[config.mk]
export PLATFORM = sky130hd
export DESIGN_NAME = color_centroid_tracker
export DESIGN_NICKNAME = d
export VERILOG_FILES = /design/src/rtl/color_centroid_tracker_pkg.sv /design/src/rtl/color_centroid_tracker_seq_divider.sv /design/src/rtl/color_centroid_tracker.sv
export SDC_FILE = /design/constraint.sdc
export NUM_CORES = 1
export LEC_CHECK = 0
export BUFFER_PORTS_ARGS = -buffer_cell sky130_fd_sc_hd__buf_4
export CAP_MARGIN = 40
export CORE_ASPECT_RATIO = 1.25
export CORE_MARGIN = 8
export CORE_UTILIZATION = 40
export DETAILED_ROUTE_END_ITERATION = 7
export MAX_ROUTING_LAYER = met4
export SKIP_CTS_REPAIR_TIMING = 1
export SLEW_MARGIN = 30
export SYNTH_ARGS = -nofsm -noshare
export SYNTH_HDL_FRONTEND = slang
export SYNTH_SLANG_ARGS = --single-unit
[constraint.sdc]
create_clock -name iCLK -period 12.8 [get_ports iCLK]
set_clock_uncertainty 0.1 [all_clocks]
set_input_delay 2.56 -clock iCLK [delete_from_list [all_inputs] [get_ports iCLK]]
set_output_delay 2.56 -clock iCLK [all_outputs]
set_load 0.01 [all_outputs]
[src/rtl/color_centroid_tracker_pkg.sv]
// Shared constants, FSM state encoding and saturating accumulator helpers
// for the colour centroid tracker.
package color_centroid_tracker_pkg;

    localparam int CNT_W        = 19;
    localparam int SUM_W        = 28;
    localparam int COORD_W      = 10;
    localparam int FRAME_W      = 640;
    localparam int FRAME_H      = 480;
    localparam int FRAME_PIXELS = FRAME_W * FRAME_H;

    typedef enum logic [2:0] {
        ST_IDLE   = 3'd0,
        ST_CHECK  = 3'd1,
        ST_DIV_X  = 3'd2,
        ST_DIV_Y  = 3'd3,
        ST_UPDATE = 3'd4
    } state_e;

    function automatic logic [CNT_W-1:0] sat_inc(input logic [CNT_W-1:0] v);
        return (&v) ? v : v + CNT_W'(1);
    endfunction

    function automatic logic [SUM_W-1:0] sat_add(input logic [SUM_W-1:0] s,
                                                 input logic [COORD_W-1:0] c);
        logic [SUM_W:0] t;
        t = {1'b0, s} + {{(SUM_W + 1 - COORD_W){1'b0}}, c};
        return t[SUM_W] ? {SUM_W{1'b1}} : t[SUM_W-1:0];
    endfunction

endpackage

[src/rtl/color_centroid_tracker_seq_divider.sv]
// Unsigned restoring divider, one quotient bit per cycle. The first bit is
// resolved in the start cycle, so done pulses exactly SUM_W cycles after start.
module seq_divider
    import color_centroid_tracker_pkg::*;
(
    input  logic             iCLK,
    input  logic             iRST_N,
    input  logic             start,
    input  logic [SUM_W-1:0] dividend,
    input  logic [CNT_W-1:0] divisor,
    output logic [SUM_W-1:0] quotient,
    output logic             busy,
    output logic             done
);

    localparam int STEP_W = $clog2(SUM_W);

    logic [CNT_W-1:0]  rem_q, rem_d;
    logic [SUM_W-1:0]  quo_q, quo_d;
    logic [CNT_W-1:0]  div_q, div_d;
    logic [STEP_W-1:0] step_q, step_d;
    logic              busy_q, busy_d;
    logic              done_q, done_d;

    logic             load;
    logic [CNT_W-1:0] src_rem;
    logic [CNT_W-1:0] src_div;
    logic [SUM_W-1:0] src_quo;
    logic [CNT_W:0]   rem_sh;
    logic [CNT_W-1:0] diff;
    logic             fits;

    assign load = start && !busy_q;

    always_comb begin
        src_rem = load ? '0 : rem_q;
        src_quo = load ? dividend : quo_q;
        src_div = load ? divisor : div_q;
        rem_sh  = {src_rem, src_quo[SUM_W-1]};
        fits    = (rem_sh >= {1'b0, src_div});
        // remainder after subtraction is below the divisor, so CNT_W bits suffice
        diff    = rem_sh[CNT_W-1:0] - src_div;
    end

    always_comb begin
        rem_d  = rem_q;
        quo_d  = quo_q;
        div_d  = div_q;
        step_d = step_q;
        busy_d = busy_q;
        done_d = 1'b0;
        if (load || busy_q) begin
            rem_d = fits ? diff : rem_sh[CNT_W-1:0];
            quo_d = {src_quo[SUM_W-2:0], fits};
        end
        if (load) begin
            div_d  = divisor;
            step_d = STEP_W'(SUM_W - 1);
            busy_d = 1'b1;
        end else if (busy_q) begin
            step_d = step_q - STEP_W'(1);
            if (step_q == STEP_W'(1)) begin
                busy_d = 1'b0;
                done_d = 1'b1;
            end
        end
    end

    always_ff @(posedge iCLK or negedge iRST_N) begin
        if (!iRST_N) begin
            rem_q  <= '0;
            quo_q  <= '0;
            div_q  <= '0;
            step_q <= '0;
            busy_q <= 1'b0;
            done_q <= 1'b0;
        end else begin
            rem_q  <= rem_d;
            quo_q  <= quo_d;
            div_q  <= div_d;
            step_q <= step_d;
            busy_q <= busy_d;
            done_q <= done_d;
        end
    end

    assign quotient = quo_q;
    assign busy     = busy_q;
    assign done     = done_q;

endmodule

[src/rtl/color_centroid_tracker.sv]
// Per-frame green centroid and red click tracker on the VGA pixel clock.
//
// state     | meaning
// ST_IDLE   | accumulating, waiting for VS falling edge
// ST_CHECK  | snapshot taken, decide found / launch X division
// ST_DIV_X  | dividing sum_x by green count
// ST_DIV_Y  | dividing sum_y by green count
// ST_UPDATE | commit centroid, found flag, click hysteresis; pulse oVALID
module color_centroid_tracker
    import color_centroid_tracker_pkg::*;
#(
    parameter int MIN_PIXELS = 64,
    parameter int CLICK_ON   = 1500,
    parameter int CLICK_OFF  = 1000
) (
    input  logic               iCLK,
    input  logic               iRST_N,
    input  logic               iVALID,
    input  logic [COORD_W-1:0] iX,
    input  logic [COORD_W-1:0] iY,
    input  logic               iVS,
    input  logic               iGREEN_HIT,
    input  logic               iRED_HIT,
    output logic [COORD_W-1:0] oX,
    output logic [COORD_W-1:0] oY,
    output logic               oFOUND,
    output logic               oCLICK,
    output logic               oVALID,
    output logic               oOVERRUN
);

    localparam logic [CNT_W-1:0] MIN_PIX_C   = CNT_W'(MIN_PIXELS);
    localparam logic [CNT_W-1:0] CLICK_ON_C  = CNT_W'(CLICK_ON);
    localparam logic [CNT_W-1:0] CLICK_OFF_C = CNT_W'(CLICK_OFF);

    logic               vs_q;
    logic [CNT_W-1:0]   g_cnt_q, g_cnt_d, r_cnt_q, r_cnt_d;
    logic [SUM_W-1:0]   g_sx_q, g_sx_d, g_sy_q, g_sy_d;
    logic [CNT_W-1:0]   snap_g_cnt_q, snap_g_cnt_d, snap_r_cnt_q, snap_r_cnt_d;
    logic [SUM_W-1:0]   snap_g_sx_q, snap_g_sx_d, snap_g_sy_q, snap_g_sy_d;
    state_e             state_q, state_d;
    logic [COORD_W-1:0] qx_q, qx_d, qy_q, qy_d;
    logic               found_frame_q, found_frame_d;
    logic               start_y_q, start_y_d;
    logic [COORD_W-1:0] x_q, x_d, y_q, y_d;
    logic               found_q, found_d, click_q, click_d;
    logic               valid_q, valid_d, overrun_q, overrun_d;

    logic               frame_end;
    logic               snap_take;
    logic               g_hit, r_hit;
    logic [CNT_W-1:0]   g_cnt_base, r_cnt_base;
    logic [SUM_W-1:0]   g_sx_base, g_sy_base;

    logic               div_start;
    logic [SUM_W-1:0]   div_dividend;
    logic [SUM_W-1:0]   div_quo;
    logic               div_busy, div_done;
    logic               div_unused;

    assign frame_end = !iVS && vs_q;
    assign snap_take = frame_end && (state_q == ST_IDLE);
    assign g_hit     = iVALID && iGREEN_HIT;
    assign r_hit     = iVALID && iRED_HIT;

    // clear first so a hit in the edge cycle lands in the new frame
    always_comb begin
        g_cnt_base = frame_end ? '0 : g_cnt_q;
        g_sx_base  = frame_end ? '0 : g_sx_q;
        g_sy_base  = frame_end ? '0 : g_sy_q;
        r_cnt_base = frame_end ? '0 : r_cnt_q;
        g_cnt_d    = g_hit ? sat_inc(g_cnt_base) : g_cnt_base;
        g_sx_d     = g_hit ? sat_add(g_sx_base, iX) : g_sx_base;
        g_sy_d     = g_hit ? sat_add(g_sy_base, iY) : g_sy_base;
        r_cnt_d    = r_hit ? sat_inc(r_cnt_base) : r_cnt_base;
    end

    always_comb begin
        snap_g_cnt_d = snap_take ? g_cnt_q : snap_g_cnt_q;
        snap_g_sx_d  = snap_take ? g_sx_q  : snap_g_sx_q;
        snap_g_sy_d  = snap_take ? g_sy_q  : snap_g_sy_q;
        snap_r_cnt_d = snap_take ? r_cnt_q : snap_r_cnt_q;
        overrun_d    = frame_end && (state_q != ST_IDLE);
    end

    always_comb begin
        state_d       = state_q;
        qx_d          = qx_q;
        qy_d          = qy_q;
        found_frame_d = found_frame_q;
        start_y_d     = 1'b0;
        div_start     = 1'b0;
        div_dividend  = snap_g_sx_q;
        x_d           = x_q;
        y_d           = y_q;
        found_d       = found_q;
        click_d       = click_q;
        valid_d       = 1'b0;
        case (state_q)
            ST_IDLE: begin
                if (snap_take) state_d = ST_CHECK;
            end
            ST_CHECK: begin
                if (snap_g_cnt_q < MIN_PIX_C) begin
                    found_frame_d = 1'b0;
                    state_d       = ST_UPDATE;
                end else begin
                    found_frame_d = 1'b1;
                    div_start     = 1'b1;
                    state_d       = ST_DIV_X;
                end
            end
            ST_DIV_X: begin
                if (div_done) begin
                    qx_d      = div_quo[COORD_W-1:0];
                    start_y_d = 1'b1;
                    state_d   = ST_DIV_Y;
                end
            end
            ST_DIV_Y: begin
                // Y launches the cycle after X completes, while the divider is idle
                div_start    = start_y_q;
                div_dividend = snap_g_sy_q;
                if (div_done) begin
                    qy_d    = div_quo[COORD_W-1:0];
                    state_d = ST_UPDATE;
                end
            end
            ST_UPDATE: begin
                if (found_frame_q) begin
                    x_d     = qx_q;
                    y_d     = qy_q;
                    found_d = 1'b1;
                end else begin
                    found_d = 1'b0;
                end
                if (snap_r_cnt_q >= CLICK_ON_C)     click_d = 1'b1;
                else if (snap_r_cnt_q < CLICK_OFF_C) click_d = 1'b0;
                valid_d = 1'b1;
                state_d = ST_IDLE;
            end
            default: state_d = ST_IDLE;
        endcase
    end

    seq_divider u_div (
        .iCLK     (iCLK),
        .iRST_N   (iRST_N),
        .start    (div_start),
        .dividend (div_dividend),
        .divisor  (snap_g_cnt_q),
        .quotient (div_quo),
        .busy     (div_busy),
        .done     (div_done)
    );

    // centroid is bounded by the largest coordinate, upper quotient bits are always zero
    assign div_unused = div_busy ^ (^div_quo[SUM_W-1:COORD_W]);

    always_ff @(posedge iCLK or negedge iRST_N) begin
        if (!iRST_N) begin
            vs_q          <= 1'b0;
            g_cnt_q       <= '0;
            g_sx_q        <= '0;
            g_sy_q        <= '0;
            r_cnt_q       <= '0;
            snap_g_cnt_q  <= '0;
            snap_g_sx_q   <= '0;
            snap_g_sy_q   <= '0;
            snap_r_cnt_q  <= '0;
            state_q       <= ST_IDLE;
            qx_q          <= '0;
            qy_q          <= '0;
            found_frame_q <= 1'b0;
            start_y_q     <= 1'b0;
            x_q           <= '0;
            y_q           <= '0;
            found_q       <= 1'b0;
            click_q       <= 1'b0;
            valid_q       <= 1'b0;
            overrun_q     <= 1'b0;
        end else begin
            vs_q          <= iVS;
            g_cnt_q       <= g_cnt_d;
            g_sx_q        <= g_sx_d;
            g_sy_q        <= g_sy_d;
            r_cnt_q       <= r_cnt_d;
            snap_g_cnt_q  <= snap_g_cnt_d;
            snap_g_sx_q   <= snap_g_sx_d;
            snap_g_sy_q   <= snap_g_sy_d;
            snap_r_cnt_q  <= snap_r_cnt_d;
            state_q       <= state_d;
            qx_q          <= qx_d;
            qy_q          <= qy_d;
            found_frame_q <= found_frame_d;
            start_y_q     <= start_y_d;
            x_q           <= x_d;
            y_q           <= y_d;
            found_q       <= found_d;
            click_q       <= click_d;
            valid_q       <= valid_d;
            overrun_q     <= overrun_d;
        end
    end

    assign oX       = x_q;
    assign oY       = y_q;
    assign oFOUND   = found_q;
    assign oCLICK   = click_q;
    assign oVALID   = valid_q;
    assign oOVERRUN = overrun_q;

endmodule
=== Yosys cells after proc, flatten, opt, wreduce, memory -nomap -nowiden ===
Cells that the tools add are included.
Widths: inputs -> output; s select.

* Register bits after elaboration: 311
* Output and inout port bits: 24

* Reductions and logical operators: 20
* $add $sub $neg: 6
* Equality and inequality tests: 8
* $lt $le $gt $ge: 4
* Muxes and demuxes: 38

{| class="wikitable"
|+ Operator list
! kind !! count
|-
| $mux 28 || 8
|-
| $mux 19 || 9
|-
| $add 28x10->29 || 2
|-
| $add 19x1->19 const B || 2
|-
| $reduce_and 19->1 || 2
|-
| $ge 20x19->1 || 1
|-
| $ge 19x11->1 const B || 1
|-
| $lt 19x10->1 const B || 1
|-
| $lt 19x7->1 const B || 1
|-
| $sub 19x19->19 || 1
|-
| $mux 1 || 13
|-
| $mux 3 || 4
|-
| $pmux 3 s4 || 1
|-
| $mux 5 || 2
|-
| $reduce_and 2->1 || 4
|-
| $eq 3x2->1 const B || 2
|-
| $logic_and 1x1->1 || 6
|-
| $eq 5x1->1 const B || 1
|-
| $sub 5x1->5 const B || 1
|-
| $ne 2x1->1 const B || 2
|-
| $reduce_bool 2->1 || 2
|-
| $eq 3x1->1 const B || 1
|-
| $eq 3x3->1 const B || 1
|-
| $logic_not 3->1 || 1
|-
| other kinds (6) || 7
|}

=== Longest topological paths before layout ===
Gate-level depths: netlist (run 1).

* Word-level depth: 7
* Gate-level depth with buffers: 23
* Gate-level depth less buffers: 17

=== Modules after synthesis ===
A second synthesis (run 1) with hierarchy kept.

* Cells, all modules: 1508
* Area, all modules: 15771.4 sq um

{| class="wikitable"
|+ Modules (own cells, without submodules)
! module !! area each (sq um) !! seq. area each (sq um) !! cells each !! times used
|-
| color_centroid_tracker || 11389.7 || 5905.7 || 1037 || 1
|-
| seq_divider || 4381.7 || 1826.8 || 471 || 1
|}

=== Least setup slack after synthesis (run 1) ===
Ideal clock, no wire load.

* Kind: input -> register
* Start point: in iVS
* End point: reg g_sx_q[7]
* Library setup time: 0.087 ns
* Stages: 20
* Arrival time: 5.875 ns
* Path buffers: 5
* Setup slack: 6.738 ns
* Cell sequence: nand2b_1 buf_2 clkbuf_1 clkbuf_1 and2_1 ha_1 inv_1 fa_1 nor2b_1 o21ai_1 a21oi_1 o21ai_1 a21oi_2 o2111ai_1 or3_1 clkbuf_1 nor2_2 nand4_2 buf_2 o211ai_1

* Cells in the longest elaborated chain, start to end: 6

{| class="wikitable"
|+ RTL lines
! element !! RTL line !! source
|-
| start: declaration || color_centroid_tracker.sv:21 || <nowiki>input logic iVS,</nowiki>
|-
| $logic_not 1->1 (*) || color_centroid_tracker.sv:61 || <nowiki>assign frame_end = !iVS && vs_q;</nowiki>
|-
| $logic_and 1x1->1 (*) || color_centroid_tracker.sv:61 ||
|-
| $mux 28 (*) || color_centroid_tracker.sv:69 || <nowiki>g_sx_base = frame_end ? '0 : g_sx_q;</nowiki>
|-
| $add 28x10->29 || color_centroid_tracker_pkg.sv:27 || <nowiki>t = {1'b0, s} + {{(SUM_W + 1 - COORD_W){1'b0}}, c};</nowiki>
|-
| $mux 28 || color_centroid_tracker_pkg.sv:28 || <nowiki>return t[SUM_W] ? {SUM_W{1'b1}} : t[SUM_W-1:0];</nowiki>
|-
| $mux 28 (*) || color_centroid_tracker.sv:73 || <nowiki>g_sx_d = g_hit ? sat_add(g_sx_base, iX) : g_sx_base;</nowiki>
|-
| named net g_sx_d[7] || color_centroid_tracker.sv:38 || <nowiki>logic [SUM_W-1:0] g_sx_q, g_sx_d, g_sy_q, g_sy_d;</nowiki>
|-
| end signal: assignment || color_centroid_tracker.sv:185 || <nowiki>g_sx_q <= g_sx_d;</nowiki>
|-
| end: declaration || color_centroid_tracker.sv:38 ||
|}

The timed path passes the listed nets; every way through them passes the cells marked *.
A chain may end at the register's enable or synchronous reset.

=== Worst setup path in the final report (run 1) ===
* Start point: in iVS
* End point: reg g_sx_q[1]

The elaborated chain is that of the path after synthesis.

==> flow_results.org, run 1 <==
** Routing
- Remaining number of nets flagged by the antenna check after routing :: 0
- Wire length on met2 :: 16400 um
- Detail-routed via count per cell :: 5.27
- Max Used Layer :: met4
- Met3 WL :: ~1100 um
- After detailed routing, the number of remaining DRC violations is 0.
- WL final :: ~34000 um
- Wire length on met1 :: 15400 um
- Average routed wire per standard cell :: about 16 um
- For this block, the initial DRC count from the detailed router was 592.
- For this block, the via count after detailed routing is about 11000.
- Before antenna repair, the detailed router went through 5 iterations.

** Power
- Sequential Power Share :: 46.0%
- NetSw :: 0.598 mW
- In this run switching power makes up between 20% and 30% of total power.
- The analysis attributes to cell leakage a power of 8.40 nW.
- Of the total power, the clock network draws 41.1%.
- Total power density per cell area :: 135 nW/um^2
- Internal power consumption :: 1.78 mW
- IR analysis of the VDD net gives a maximum drop of 0.0795 mV.
- Combinational logic burns 13.0% of the power.

** Timing
- Measured against its own limit, the worst slew margin works out to 46.5%.
- The final critical path takes up 49.5% of the cycle.
- After routing, the total negative slack on setup checks comes to 0 ns.
- Setup violations remaining at the end of the flow were counted as 0.
- For the pin with the worst max-slew slack, the measured transition is 0.803 ns.
- Min cycle time layout :: around 6.3 ns
- Achievable clock frequency :: 0.158 GHz
- The number of max-slew violations in the final report was 0.
- Setup repair after global routing missed its margin :: no
- The hold violation total from the final report was 0.

** CTS
- Reg clk slew, reported paths :: 0.06 ns
- CTS sink cnt :: 309
- Counting along the longest clock path gives a buffer depth of 3.
- TritonCTS built the clock tree.
- In this run the clock root is driven by a clkbuf_16.
- Clk Latency, worst-skew pair :: 0.52 ns
- Maximum level of the CTS H-tree :: 2
- Buffers inserted during clock tree synthesis total 34.

** Yosys
- The synthesized design contains just over 300 register bits.
- Most area-hungry cell type in the Yosys netlist :: dfrtp_1
- Net count after synthesis :: 1580
- For this run, the leading register cell type out of synthesis is dfrtp_1.
- Of the synthesized area, sequential elements account for ~50%.
- Mean instance size in the synthesized netlist :: 10.3 um^2
- The share of synthesized area in the top cell type comes to 49.8%.
- Most used standard cell by instance count after synthesis :: dfrtp_1
- Gate count of the mapped netlist :: roughly 1500
- Async set-or-reset flop fraction in the synthesized netlist :: 100%
- Distinct cells, synth :: 77
- After synthesis, the cell types taking the most area are dfrtp_1 50%, mux2_2 9.7%, nand2_1 5.4%, a21oi_1 3.4%, ha_1 3.3%.
- Post-synth EDFFs :: 0
- After synthesis the cells add up to 15500 um^2.
- YS warnings :: 0
- By count the netlist is led by 309 x dfrtp_1, 223 x nand2_1, 134 x mux2_2, 107 x a21oi_1, 91 x o21ai_0.

** Finish
- Fill cells in the final layout number 3611.
- 0 antenna diodes ended up in the layout.
- Area of all sequential standard cells :: 7730 um^2
- Cells with a size suffix above 1 make up 19.0% of the layout.
- Layout overhead on the synthesized area :: 13.1%
- Summing all non-filler instances in the final layout gives an area of 17600 um^2.
- Area of the multi-input gates :: 7320 um^2
- The final layout contains 1616 nets.

** Place
- The wire-length estimate of the detail-placed layout is 23400 um.
- Routability cong. :: 0.843
- I/O Buffers :: 49
- The placed instances occupy a cell area of roughly 16000 um^2.

** Critical path
- R2r startpoint :: state_q[0]$_DFFE_PN0P_
- Crit Path Max Fanout :: 61
- Walking the worst path, the cells encountered are buf_4 -> nand2b_2 -> buf_4 -> and2_1 -> ha_1 -> inv_1 -> fa_1 -> nor2b_1 -> o21ai_1 -> a21oi_1 -> o21ai_1 -> a21oi_2 -> o2111ai_1 -> or3_1 -> nor2_2 -> nand4_2 -> o211ai_1.
- Worst Setup Start Kind :: input pin
- Library cell contributing the largest single delay on the critical path :: nand4_2
- Kind of critical path :: input pin to flip-flop
- Arrival time of the worst setup path :: 6.66 ns
- The largest single stage delay on the critical path is 0.55 ns.
- Required @ worst endpoint :: 13.12 ns
- CP Capture Type :: flip-flop
- Tracing the worst setup path back leads to its startpoint at iVS.

** Global route
- GR Util All Layers :: 15.7%
- Total gr overflow :: 0
- First-pass GRT wire length :: approximately 57000 um
- Entering global routing, the biggest net connects 106 pins.
- Via count of the first global-routing pass :: 11100
- The number of antenna violations at the first check in global routing is 0.

** Floorplanning
- # rows :: 80
- Initial core utilization :: about two fifths
- The die covers 45400 um^2.
- Area of the core region :: roughly 38000 um^2
- Horizontal die dimension :: slightly below 200 um
- 50 I/O pins were placed.
- Height of the chip :: 236 um

** Hold path
- Hold/Removal Path Class :: flip-flop to flip-flop
- The startpoint identified for the worst hold timing path is u_div.rem_q[1]$_DFFE_PN0P_.

** Job
- The tool flagged a number of max-cap violations equal to 0.

** Status
- Outcome :: finished clean
==> per-stage QoR <==
step	std cells	hold WS (ns)	setup WS (ns)	utilization [%]	total power, mW
final	2062	0.373	6.47	46.0	2.38
after global routing	2062	0.404	6.02	46.0	2.50
after CTS	2060	0.380	6.47	45.9	2.41
after detailed placement	2000	0.367	5.94	42.9	1.42
after global placement	1997	0.359	6.03	42.8	1.41
after floorplan	1510	0.342	6.74	-	1.32
==> layout make-up <==
type                    instances  share of cell area [%]
clock buffers                  50                    5.70
clock inverters                10                   0.676
inverters                      45                   0.961
multi-input cells            1084                    41.6
flip-flops and latches        309                    44.0
well taps                     492                    3.50
repair buffers                 72                    3.50
==> cells by family after synthesis <==
kind of cell,after synthesis,synth area share [%]
XOR/XNOR,99,5.58
AO/OA/AOI/OAI,290,11.3
adder cells (fa/ha/maj),44,3.69
AND/OR/NAND/NOR,497,15.4
multiplexers,154,11.0
flip-flops,309,49.8
buffers and inverters,117,3.24
==> critical path: cells and delay by family <==
family                     cells  cell delay, ns
and+or+nand+nor                6            1.64
AOI/OAI and AO/OA              6            1.15
buffers and inverters          3            0.69
adders and majority gates      2            0.57
==> state kept, by name, summed over array words and instances (netlist names), 5 cells and up <==
register,count
g_cnt_q,19
g_sx_q,28
g_sy_q,28
oX,10
oY,10
qx_q,10
qy_q,10
r_cnt_q,19
snap_g_cnt_q,19
snap_g_sx_q,28
snap_g_sy_q,28
snap_r_cnt_q,17
u_div.div_q,19
u_div.quotient,28
u_div.rem_q,19
u_div.step_q,5
==> power by group through the flow <==
stage	logic [mW]	registers (mW)	clock network, mW
3_3_place_gp	0.299	1.11	0
4_1_cts	0.313	1.09	1.01
3_5_place_dp	0.311	1.11	0
2_1_floorplan	0.234	1.09	0
6_report	0.308	1.09	0.976
5_1_grt	0.347	1.10	1.05
==> routing by layer <==
metal / up-vias / GRT usage, %
li1: 5303 / -
met1: 5365 / 20.3
met2: 139 / 25.3
met3: 51 / 1.89
met4: 0 / 5.08
met5: - / -
==> final timing paths <==
check	end	slack [ns]	cells after the start
setup / recovery	g_sx_q[1]$_DFF_PN0_	6.47	17
hold / removal	u_div.rem_q[1]$_DFFE_PN0P_	0.37	2
setup reg to reg	u_div.rem_q[16]$_DFFE_PN0P_	7.89	18
hold reg to reg	u_div.rem_q[1]$_DFFE_PN0P_	0.37	2
max in group asynchronous	g_cnt_q[11]$_DFF_PN0_	8.81	5
min in group asynchronous	u_div.div_q[5]$_DFF_PN0_	2.00	1
==> placed cells by master (no fill, tap or decap), types with 8 or more instances in the layout <==
cell / n
nand2b_1: 8
a21oi_1: 107
mux2i_1: 19
nor3_1: 28
inv_1: 45
ha_1: 41
o211ai_1: 16
and2_1: 41
o21ai_0: 91
nand2_1: 222
nor2_1: 72
dfrtp_1: 308
clkbuf_16: 35
xor2_1: 51
xnor2_1: 48
mux2_2: 134
nand3_1: 38
nand4_1: 14
clkbuf_1: 8
and3_1: 11
a21o_1: 9
buf_4: 65
Note: power is estimated with default switching activity, not from simulation.
==> run 2, diff against run 1 <==
Clock period 12.8 ns to 5.9 ns, I/O delays scaled along.
==> run 2 against run 1 <==
Against the previous run: total power grew 120%; final cell count hardly changed; first-iteration DRC count rose by 17%; die area stayed put; count of clock-buffer cells in the layout rose by 2; largest cell class unchanged.
==> flow_results.org, run 2 (same netlist as run 1, synthesis figures left out) <==
** Routing
- In this run the remaining antenna-violating nets after routing total 0.
- Detailed Routing Iterations Pass 1 :: 5
- Met3 WL :: 1090 um
- Total vias in the final route :: 10900
- Wire length on met1 :: roughly 16000 um
- For this run, design rule violations remaining after detail routing come to 0.
- Max Used Layer :: met4
- Average routed wire per standard cell :: 16.7 um
- WL final :: 34500 um
- After detailed routing, the number of vias per cell comes to roughly 5.3.
- Detailed routing placed a total of 16400 um of wire on met2.
- After the first detailed-routing iteration, the DRC count stood at roughly 700.

** Critical path
- Cells along the critical path :: nor4_2 -> and4_2 -> o21a_1 -> buf_4 -> buf_4 -> mux2i_1 -> ha_1 -> and2_2 -> or4_1 -> a211o_1 -> nor3_2 -> nor3_4 -> a2111oi_2 -> nor3_2 -> xnor2_1 -> o21ai_1
- Required @ worst endpoint :: 6.19 ns
- The slowest stage of the critical path belongs to the cell or4_1.
- The worst setup path is captured at a flip-flop.
- The worst setup path is launched from a flip-flop.
- CP max stage delay :: 0.44 ns
- The setup path with the least slack is of type flip-flop to flip-flop.
- Of all nets on the critical path, the largest fanout is 27.
- Data arrives at the worst endpoint at 5.10 ns.

** Timing
- Counting I/O delays and the setup requirement, the final critical path takes 4.81 ns.
- Headroom to the max-slew limit came out at 53.1%.
- Setup violations remaining at the end of the flow were counted as 0.
- Achievable clock frequency :: 0.208 GHz
- Final number of hold-violating endpoints :: 0
- Worst-margin pin slew :: 0.704 ns
- Final-layout setup total negative slack :: 0 ns
- The number of max-slew violations in the final report is 0.
- Final critical-path share of the clock period :: 81.6%
- Setup repair after global routing missed its margin :: no

** Floorplanning
- Area of the core region :: roughly 38000 um^2
- Initial core utilization :: 40.6%
- Height of the chip :: 236 um
- # rows :: 80
- The die covers between 40000 and 50000 um^2.
- The die is 192 um wide.
- 50 I/O pins were placed.

** CTS
- For this design, the sink count on the clock tree is 309.
- CTS built an H-tree with a depth of 2.
- Clock-pin slew was measured on the worst setup and hold paths at 0.06 ns.
- Clock tree from TritonCTS :: yes
- Clock buffers created by TritonCTS :: 35
- The longest clock path from root to sink contains 3 buffers.
- Clk Latency, worst-skew pair :: approximately 0.51 ns
- The tree is rooted in a clkbuf_16.

** Place
- Detailed placement finished with a half-perimeter wire length of about 24000 um.
- After detailed placement, the total cell area comes to 16400 um^2.
- Input and output buffers added on the ports amount to between 40 and 50.
- Counting tap cells, the placed design contains a total of 2003 instances.
- Routability cong. :: 0.865

** Job
- Number of max-cap violations :: 0

** Hold path
- Hold/Removal Path Class :: flip-flop to flip-flop

** Global route
- Pin count of the biggest net entering global routing :: 128
- Number of antenna violations at the first check in global routing :: 0
- Global routing finished with a remaining overflow of 0.
- Global routing used 15.9% of the available tracks across all layers.
- Via count of the first global-routing pass :: ~11000
- The first global-routing pass estimated 58000 um of wire.

** Finish
- Area of all sequential standard cells :: 7730 um^2
- Area of all placed cells without fillers :: between 15000 and 20000 um^2
- Layout overhead on the synthesized area :: 13.0%
- Area of the multi-input gates :: 7320 um^2
- The library cells used most frequently in the layout, excluding fill and tap cells, are 308 x dfrtp_1, 222 x nand2_1, 134 x mux2_2.
- Post-layout utilization of the core :: 45.9%
- The number of antenna diodes in the final layout is 0.
- Share of layout cells above drive strength 1 :: 19.2%
- Most frequent standard cell in the layout excluding fill and tap cells :: dfrtp_1
- Non-Filler Instances :: 2063
- At the end of the flow, the number of nets in the layout was ~1600.
- Counting the fill cells in the layout gives approximately 3600.

** Power
- VDD sags by at most roughly 0.15 mV.
- Dividing total power by cell area gives a power density of 293 nW/um^2.
- The design draws 5.13 mW.
- Leak Pwr :: 8.39 nW

** Status
- The run finished with clean final reports.
==> run 2: changes by cell type in the layout (fill, tap and decap cells not counted), moves of 2 or more <==
cell / delta
clkbuf_1: -2
buf_4: +3
clkbuf_16: +2
clkbuf_8: +2
bufinv_16: -2
clkinv_2: -2
clkinv_4: +3
buf_16: -2
==> run 2: cell type report <==
type / instances / share of cell area (%)
timing repair buffer: 73 / 3.35
sequential: 309 / 44.1
clock inverter: 8 / 0.307
inverter: 45 / 0.962
multi-input combinational: 1084 / 41.7
tap: 492 / 3.51
clock buffer: 52 / 6.11
==> run 2: worst max-delay path: cells and delay by family, from the launching register on <==
family | cells | cell delay [ns]
flip-flops | 1 | 0.40
AO/OA/AOI/OAI | 4 | 0.98
AND/OR/NAND/NOR | 7 | 1.70
multiplexers | 1 | 0.35
adder cells (fa/ha/maj) | 1 | 0.37
buffers and inverters | 2 | 0.62
XOR/XNOR | 1 | 0.16
==> run 2: power by group <==
| part | switching [mW] | internal [mW] | total [mW] | leakage (nW) |
|---|---|---|---|---|
| sequential | 0.101 | 2.27 | 2.37 | 4.25 |
| combinational | 0.349 | 0.315 | 0.663 | 3.59 |
| clock | 0.846 | 1.26 | 2.10 | 0.556 |
| total | 1.30 | 3.84 | 5.13 | 8.39 |
==> run 2: final timing paths <==
path                                        startpoint                          end  slack (ns)  depth (start not counted)
max                        snap_g_cnt_q[9]$_DFFE_PN0P_  u_div.rem_q[17]$_DFFE_PN0P_        1.09                         16
min                         u_div.rem_q[7]$_DFFE_PN0P_   u_div.rem_q[7]$_DFFE_PN0P_        0.37                          2
max reg2reg                snap_g_cnt_q[9]$_DFFE_PN0P_  u_div.rem_q[17]$_DFFE_PN0P_        1.09                         16
min reg2reg                 u_div.rem_q[7]$_DFFE_PN0P_   u_div.rem_q[7]$_DFFE_PN0P_        0.37                          2
max in group asynchronous                       iRST_N         g_sx_q[11]$_DFF_PN0_        4.07                          2
min in group asynchronous                       iRST_N   u_div.rem_q[7]$_DFFE_PN0P_        0.53                          1
==> run 2: layer usage <==
layer	track usage, %	up-vias
met3	2.20	55
met5	-	-
met4	4.73	0
met1	20.9	5413
met2	25.1	169
li1	-	5310
==> run 2: stage by stage <==
stage	setup slack [ns]	hold WS [ns]
detailed placement	0.950	0.370
floorplan	1.22	0.342
CTS	1.09	0.384
finish	1.09	0.374
global placement	1.03	0.364
global route	0.867	0.410
